$ cat src/rtl/forward_hazard_unit.sv
// EX operand-forward selects and ID stall control; optional feature macro: FORWARDING_EN.
// Without FORWARDING_EN the selects stay 00 and ID waits until its producers have reached WB.
module forward_hazard_unit (
  input  logic        clk,
  input  logic        rst_n,
  input  logic        id_valid,
  input  logic [4:0]  id_rs1,
  input  logic [4:0]  id_rs2,
  input  logic [4:0]  id_rd,
  input  logic        id_reg_write,
  input  logic        id_mem_read,
  input  logic        flush,
  output logic [1:0]  forward_a,
  output logic [1:0]  forward_b,
  output logic        stall,
  output logic [15:0] stall_count
);

  typedef struct packed {
    logic       valid;
    logic [4:0] rs1;
    logic [4:0] rs2;
    logic [4:0] rd;
    logic       reg_write;
    logic       mem_read;
  } stage_t;

  typedef enum logic {RUN = 1'b0, STALL = 1'b1} state_t;

  localparam stage_t BUBBLE = '0;

  stage_t      id_rec, ex_d, ex_q, mem_q, wb_q;
  state_t      state_d, state_q;
  logic [15:0] stall_count_d, stall_count_q;
  logic        hazard;
  logic        unused_bits;

  // x0 is hard-wired, so a write to it never counts as a producer.
  function automatic logic writes_reg(input stage_t s, input logic [4:0] r);
    return s.valid & s.reg_write & (s.rd != 5'd0) & (s.rd == r);
  endfunction

`ifdef FORWARDING_EN
  function automatic logic [1:0] fwd_sel(input stage_t m, input stage_t w, input logic [4:0] r);
    if (writes_reg(m, r))      return 2'b10;
    else if (writes_reg(w, r)) return 2'b01;
    else                       return 2'b00;
  endfunction

  // Only a load in EX cannot be covered by forwarding; the bubble it inserts clears it next cycle.
  assign hazard = (state_q == RUN) & id_valid & ex_q.valid & ex_q.mem_read & (ex_q.rd != 5'd0)
                & ((ex_q.rd == id_rs1) | (ex_q.rd == id_rs2));
  assign forward_a = fwd_sel(mem_q, wb_q, ex_q.rs1);
  assign forward_b = fwd_sel(mem_q, wb_q, ex_q.rs2);
  assign unused_bits = ^{ex_q.reg_write, mem_q.rs1, mem_q.rs2, mem_q.mem_read,
                         wb_q.rs1, wb_q.rs2, wb_q.mem_read};
`else
  assign hazard = id_valid & (writes_reg(ex_q, id_rs1)  | writes_reg(ex_q, id_rs2)
                            | writes_reg(mem_q, id_rs1) | writes_reg(mem_q, id_rs2));
  assign forward_a = 2'b00;
  assign forward_b = 2'b00;
  assign unused_bits = ^{ex_q.rs1, ex_q.rs2, ex_q.mem_read, mem_q.rs1, mem_q.rs2,
                         mem_q.mem_read, wb_q, state_q};
`endif

  assign stall  = hazard & ~flush;
  assign id_rec = '{valid: id_valid, rs1: id_rs1, rs2: id_rs2, rd: id_rd,
                    reg_write: id_reg_write, mem_read: id_mem_read};
  assign ex_d   = (stall | flush) ? BUBBLE : id_rec;
  assign state_d = stall ? STALL : RUN;
  assign stall_count_d = (stall && (stall_count_q != 16'hFFFF)) ? stall_count_q + 16'd1
                                                                : stall_count_q;
  assign stall_count = stall_count_q;

  always_ff @(posedge clk or negedge rst_n) begin
    if (!rst_n) begin
      ex_q          <= BUBBLE;
      mem_q         <= BUBBLE;
      wb_q          <= BUBBLE;
      state_q       <= RUN;
      stall_count_q <= 16'd0;
    end else begin
      ex_q          <= ex_d;
      mem_q         <= ex_q;
      wb_q          <= mem_q;
      state_q       <= state_d;
      stall_count_q <= stall_count_d;
    end
  end

endmodule

$ cat config.mk
export PLATFORM = sky130hd
export DESIGN_NAME = forward_hazard_unit
export DESIGN_NICKNAME = d
export VERILOG_FILES = /design/src/rtl/forward_hazard_unit.sv
export SDC_FILE = /design/constraint.sdc
export NUM_CORES = 1
export LEC_CHECK = 0
export ABC_AREA = 1
export BUFFER_PORTS_ARGS = -buffer_cell sky130_fd_sc_hd__buf_2
export CORE_ASPECT_RATIO = 2
export CORE_UTILIZATION = 58
export DETAILED_ROUTE_END_ITERATION = 6
export PLACE_DENSITY = 0.84
export SLEW_MARGIN = 20
export SYNTH_ARGS = -nofsm -noshare
export SYNTH_HDL_FRONTEND = slang
export SYNTH_SLANG_ARGS = --single-unit
$ cat constraint.sdc
create_clock -name clk -period 4.54 [get_ports clk]
set_input_delay 1.362 -clock clk [delete_from_list [all_inputs] [get_ports clk]]
set_output_delay 1.362 -clock clk [all_outputs]
set_load 0.1 [all_outputs]
# After elaboration in Yosys (flattened, before gate mapping)
# Index checks and enable logic that the tools add are counted.
# classes
add_sub_neg	1
reduce_logical	3
eq_ne	5
muxes	1
n_bitwise	15
# ops
op	n
== test 5 bit	4
2-to-1 mux 18 bit	1
adder 16 x 1 -> 16 bit (second input constant)	1
inequality test 16 bit (second input constant)	1
bitwise AND 1 bit	10
nonzero test 5 bit	2
OR 1 bit	4
logical AND 1 bit	1
inverter 1 bit	1
# totals
in_bits	21
word_cells	32
output_inout_bits	21
reg_bits	30

# Longest topological paths before layout
# Gate-level depths: netlist of run 1.
# depth
ltp_word	10
mapped_depth	13

# Worst setup path after synthesis of run 1
# Ideal clock, no wire load.
# synth_timing
path_type	input-to-output
startpoint	in id_rs2[3]
endpoint	out stall
path_buffers	0
path_slack_ns	0.627
cell_stages	10
required_ns	3.178
arrival_ns	2.551
path_cell_list	inv_1 -> nand2_1 -> nand2_1 -> nor2_1 -> nand3_1 -> nand2_1 -> nand2_1 -> nand2_2 -> nand3_2 -> inv_1
# synth_via
elab_chain_len	7
word_cells_on_any_way	9
# synth_lines
item	line_no	rtl
start: declaration	8	input logic [4:0] id_rs2,
== test 5 bit	40	return s.valid & s.reg_write & (s.rd != 5'd0) & (s.rd == r);
bitwise AND 1 bit	40	
OR 1 bit	58	assign hazard = id_valid & (writes_reg(ex_q, id_rs1) | writes_reg(ex_q, id_rs2)
OR 1 bit	59	| writes_reg(mem_q, id_rs1) | writes_reg(mem_q, id_rs2));
OR 1 bit *	59	
bitwise AND 1 bit *	58	
bitwise AND 1 bit *	66	assign stall = hazard & ~flush;
end: declaration	15	output logic stall,
# Every way passes the cells marked *; elsewhere a longest branch is shown, timed or not.

# Final worst setup path of run 1
# Ends and elaborated chain as after synthesis.

==> results of run 1 <==
cell families (layout without fill, tap and decap cells):
| group | after synthesis | in the layout |
|---|---|---|
| xor gates and xnor gates | 19 | 19 |
| DFF | 30 | 30 |
| adders and majority gates | 1 | 1 |
| other | 1 | 4 |
| buffers and inverters | 42 | 80 |
| and+or+nand+nor | 158 | 158 |
per-layer routing:
| metal | wire (µm) | share of wire | GRT usage |
|---|---|---|---|
| met1 | 1400 | 0.36 | 0.203 |
| met2 | 2240 | 0.58 | 0.497 |
| met3 | 119 | 0.031 | 0.0484 |
| met4 | 132 | 0.034 | 0.148 |
| met5 | 0 | 0 | 0 |
worst reg2reg max path: cells and delay by family, from the launching register on:
family	cells	cell delay, ns
DFF	1	0.44
and+or+nand+nor	8	1.10
adders and majority gates	1	0.25
buffers and inverters	1	0.11
final timing paths:
path	startpoint	end
max	id_rs2[3]	stall
min	ex_q[17]	mem_q[17]
max reg2reg	stall_count[0]	stall_count[4]
min reg2reg	ex_q[17]	mem_q[17]
max in group asynchronous	rst_n	ex_q[2]
min in group asynchronous	rst_n	stall_count[1]
per-stage QoR:
stage	power (mW)	worst slack, ns	instance area, µm²	utilization
finish	0.585	0.529	2110	0.702
global route	0.610	0.425	2110	0.702
CTS	0.592	0.519	2110	0.702
detailed placement	0.368	0.519	2020	0.672
global placement	0.365	0.556	2020	0.672
floorplan	0.343	0.627	1860	-
synth_stat cells:
library cell  instances  area (µm²)
buf_4                 4        30.0
buf_6                 1        11.3
buf_8                 1        15.0
clkinv_1              1        3.75
conb_1                1        3.75
dfrtp_1              30         751
ha_1                  1        12.5
inv_1                33         124
inv_2                 2        7.51
nand2_1              97         364
nand2_2              13        81.3
nand3_1              14        70.1
nand3_2               1        10.0
nand4_1               2        12.5
nand4_2               1        12.5
nand4_4               1        21.3
nor2_1               20        75.1
nor2_2                1        6.26
nor2_4                2        22.5
nor3_1                3        15.0
nor3_2                1        10.0
nor3b_2               1        12.5
nor4_2                1        12.5
xnor2_1              11        96.3
xor2_1                8        70.1
registers in the layout, indices dropped and copies added (netlist names):
name and flops:
ex_q 7, mem_q 7, stall_count 16
report_power, final:
part,total [mW],internal [mW],switching (mW)
Combinational,0.0793,0.0213,0.0579
Sequential,0.283,0.275,0.00825
Clock,0.223,0.122,0.100
layout make-up:
class	instances	share of cell area
tap	30	0.0178
timing repair buffer	36	0.0852
sequential	30	0.355
inverter	36	0.0639
clock inverter	1	0.00237
clock buffer	7	0.0408
multi-input combinational	182	0.435
==> reports/qor.yml, run 1 <==
timing:
  setup_tns_ns: 0
  tightest_slew_ns: 0.660
  rsz0062_at_grt: "false"
  finalHoldViolations: 0
  maxSlewHeadroom: 0.560
  min_period_ns: 4.01
  fin_crit_sh: 0.884
  final-max-slew-violation-count: 0
  fmax_ghz: 0.249
  whs_ns: 0.375
  fin_skew_ns: 0.00263
  final-setup-viol-count: 0
place:
  dpl.hpwl_um: 2920
  place.gp.congestion: 0.774
  dp_cells: 314
  io_buffers: 36
final_layout:
  syn_to_final_growth_pct: 14.3
  fin_nets: 313
  multi_input_area_um2: 920
  drive_gt1_frac: 0.229
  seq_area_um2: 751
  final_cell_mix: "nand2_1 (97), buf_2 (36), inv_1 (33)"
  antenna-diode-count: 0
  final_common_cell: "nand2_1"
  nFillCells: 264
  fin_cells: 322
setup_path:
  criticalPathCategory: "input pin to output pin"
  cp_common_cell: "nand2_1"
  worstPathCellList: "buf_2 > inv_1 > nand2_1 > nand2_1 > nor2_1 > nand3_1 > nand2_1 > nand2_1 > nand2_2 > nand3_2 > inv_1 > buf_2"
  cp.required_ns: 3.18
  slowest_delay_ns: 0.42
  cp_top_family: "simple AND/OR/NAND/NOR gates"
  arrival_ns: 2.65
  crit_cells: 12
  critPathLaunchType: "input pin"
  cp_slowest_cell: "buf_2"
  r2r_cells: 10
  worst-path-max-fanout: 3
  crit_buf_inv: 4
  cp-end-kind: "output pin"
  reg2reg_slack_ns: 2.58
global_route:
  grt_max_degree: 31
  antenna_found_initial: 0
  gr-usage-all-layers: 0.244
  grt_pass1_vias: 1502
  grt_pass1_wl_um: 6110
  grt-ovfl-total: 0
synth:
  avgSynthCellArea_um2: 7.37
  yosys_warnings: 0
  syn_area_um2: 1850
  yosysUniqueCellTypes: 25
  synth-compound-area-share: 0
  synth_top_family_by_area: "simple AND/OR/NAND/NOR gates"
  yosysSeqAreaShare: 0.406
  yosys.area_share.adder: 0.00676
  netlist_instances: 251
  muxShareOfSynthArea: 0
  synth_xor_area_frac: 0.0899
  ys_seq_elements: 30
  yosys.area_share.simple: 0.392
clock_tree:
  cts_hold_buf: 0
  clock_path_buffers: 2
  cts.reportedPaths.clkPinSlew_ns: 0.06
  clk_latency_ns: 0.29
  cts_tree: "yes"
  cts_root_buffer: "clkbuf_8"
  numCtsBuffers: 5
  postCtsResizedCells: 0
  h-tree-depth: 2
  cts_sinks: 30
  post_cts_buffers: 0
hold_path:
  hold_class: "flip-flop to flip-flop"
  min_path_cells: 0
route:
  drc: 0
  wire_per_inst_um: 12.1
  via_per_inst: 5.01
  vias: 1614
  drtPass1Iterations: 4
  routed_wl_um: 3890
  detail-route-antenna-nets: 0
  first_iter_violations: 39
power:
  power_leakage_nw: 1.26
  max-vdd-ir-drop_uv: 271
  power.density_nw_per_um2: 277
status:
  status: "complete, no violations"
die:
  dieArea_um2: 3430
  placementRows: 28
  core_area_um2: 3010
  die-width_um: 41.9
  initial_utilization: 0.614
  io_pins: 42
  die_y_um: 81.9
job:
  maxCapViolCount: 0
No activity file was read; power rests on OpenSTA's default activity.
==> inputs of run 2 (changes only) <==
==> constraint.sdc (replaced) <==
create_clock -name clk -period 5 [get_ports clk]
set_input_delay 1.5 -clock clk [delete_from_list [all_inputs] [get_ports clk]]
set_output_delay 1.5 -clock clk [all_outputs]
set_load 0.1 [all_outputs]
==> run 2 against run 1 <==
Compared with the run above:
- combinational power fell by 10%
- global-route usage rose by 0.24 points
- die area did not move
- highest routed layer unchanged
==> reports/qor.yml, run 2 (same netlist as run 1, synthesis figures left out) <==
status:
  status: "complete, no violations"
die:
  initial_utilization: 0.614  # unchanged
  die-width_um: 41.9  # unchanged
  die_y_um: 81.9  # unchanged
  core_area_um2: 3010  # unchanged
  placementRows: 28  # unchanged
  io_pins: 42  # unchanged
  dieArea_um2: 3430  # unchanged
timing:
  tightest_slew_ns: 0.657  # -0.00292 ns
  fin_crit_sh: 0.863
  finalHoldViolations: 0  # unchanged
  maxSlewHeadroom: 0.562  # +0.00194
  setup_tns_ns: 0  # unchanged
  min_period_ns: 4.31
  rsz0062_at_grt: "false"
  final-max-slew-violation-count: 0  # unchanged
  fin_skew_ns: 0.00680  # +0.00417 ns
  fmax_ghz: 0.232
  final-setup-viol-count: 0  # unchanged
clock_tree:
  clock_path_buffers: 2  # unchanged
  post_cts_buffers: 0  # unchanged
  cts_sinks: 30  # unchanged
  postCtsResizedCells: 0  # unchanged
  cts.reportedPaths.clkPinSlew_ns: 0.07  # about the same
  cts_root_buffer: "clkbuf_8"
  clk_latency_ns: 0.29  # about the same
  cts_tree: "yes"
  h-tree-depth: 2  # unchanged
  numCtsBuffers: 5  # unchanged
  cts_hold_buf: 0  # unchanged
setup_path:
  critPathLaunchType: "input pin"
  worstPathCellList: "buf_2 > inv_1 > nand2_1 > nand2_1 > nor2_1 > nand3_1 > nand2_1 > nand2_1 > nand2_2 > nand3_2 > inv_1 > buf_2"
  cp.required_ns: 3.50  # +0.32 ns
  criticalPathCategory: "input pin to output pin"
  cp-end-kind: "output pin"
  arrival_ns: 2.81  # +0.16 ns
  cp_slowest_cell: "buf_2"
  slowest_delay_ns: 0.42  # about the same
  cp_common_cell: "nand2_1"
  worst-path-max-fanout: 3  # unchanged
route:
  via_per_inst: 4.93  # -1.7%
  first_iter_violations: 16  # -59%
  routed_wl_um: 3810  # -2.1%
  vias: 1587  # -1.7%
  drtPass1Iterations: 4  # unchanged
  wire_per_inst_um: 11.8  # -2.1%
  detail-route-antenna-nets: 0  # unchanged
  drc: 0  # unchanged
global_route:
  gr-usage-all-layers: 0.246  # +0.00244
  antenna_found_initial: 0  # unchanged
  grt-ovfl-total: 0  # unchanged
  grt_max_degree: 31  # unchanged
  grt_pass1_wl_um: 6190  # +1.4%
  grt_pass1_vias: 1553  # +3.4%
place:
  dpl.hpwl_um: 2900  # -0.64%
  io_buffers: 36  # unchanged
  place.gp.congestion: 0.776  # +0.30%
final_layout:
  post-route-util: 0.702  # unchanged
  syn_to_final_growth_pct: 14.3  # unchanged
  nFillCells: 260  # -1.5%
  drive_gt1_frac: 0.229  # unchanged
  antenna-diode-count: 0  # unchanged
  final_cell_mix: "nand2_1 (97), buf_2 (36), inv_1 (33)"
  fin_nets: 313  # unchanged
  largest_register_ffs: 16  # unchanged
  final_common_cell: "nand2_1"
power:
  p_seq_frac: 0.484  # about the same
  switching_share: 0.284  # -0.000355
  clkPwrFrac: 0.382  # +0.002
  power.internal_mw: 0.380  # -9.2%
  power_leakage_nw: 1.26  # unchanged
  max-vdd-ir-drop_uv: 244  # -9.9%
  power.density_nw_per_um2: 251  # -9.3%
  p_comb_frac: 0.134  # about the same
  p_switching_mw: 0.151  # -9.4%
job:
  maxCapViolCount: 0  # unchanged
hold_path:
  hold_class: "flip-flop to flip-flop"
run 2: area by class of cell:
class,count,area (µm²),area share
Clock buffer,7,86.3,0.0408
Clock inverter,1,5.00,0.00237
Inverter,36,135,0.0639
Multi-Input combinational cell,182,920,0.435
Sequential cell,30,751,0.355
Tap cell,30,37.5,0.0178
Timing Repair Buffer,36,180,0.0852
run 2: worst paths after layout:
path	slack, ns	from	cells after the start	end
max reg2reg	3.03	stall_count[0]	10	stall_count[2]
min in group asynchronous	1.24	rst_n	1	mem_q[5]
min	0.36	ex_q[17]	0	mem_q[17]
max in group asynchronous	3.33	rst_n	1	stall_count[7]
min reg2reg	0.36	ex_q[17]	0	mem_q[17]
max	0.69	id_rs2[1]	12	stall
run 2: power by group through the flow:
| stage | sequential, mW | clock [mW] | combinational [mW] |
|---|---|---|---|
| global route | 0.258 | 0.219 | 0.0781 |
| finish | 0.257 | 0.203 | 0.0712 |
| floorplan | 0.269 | 0 | 0.0431 |
| CTS | 0.257 | 0.208 | 0.0721 |
| global placement | 0.261 | 0 | 0.0703 |
| detailed placement | 0.262 | 0 | 0.0719 |
run 2: routing by layer:
| metal | GRT usage | wire length [µm] | vias to the layer above |
|---|---|---|---|
| met1 | 0.212 | 1320 | 709 |
| li1 | - | - | 821 |
| met2 | 0.478 | 2190 | 43 |
| met4 | 0.174 | 160 | 0 |
| met5 | 0 | 0 | - |
| met3 | 0.0549 | 144 | 14 |
run 2: critical path: cells and delay by family:
family / cells / cell delay, ns
buffers and inverters: 4 / 0.64
AND/OR/NAND/NOR: 8 / 0.67
run 2: per-stage QoR:
step | total power [mW] | cell area (µm²) | cells | worst slack (ns) | hold slack, ns
6_report | 0.531 | 2110 | 322 | 0.687 | 0.365
5_1_grt | 0.555 | 2110 | 322 | 0.606 | 0.379
4_1_cts | 0.537 | 2110 | 322 | 0.689 | 0.371
3_5_place_dp | 0.334 | 2020 | 314 | 0.693 | 0.360
3_3_place_gp | 0.331 | 2020 | 314 | 0.740 | 0.358
2_1_floorplan | 0.312 | 1860 | 254 | 0.811 | 0.354
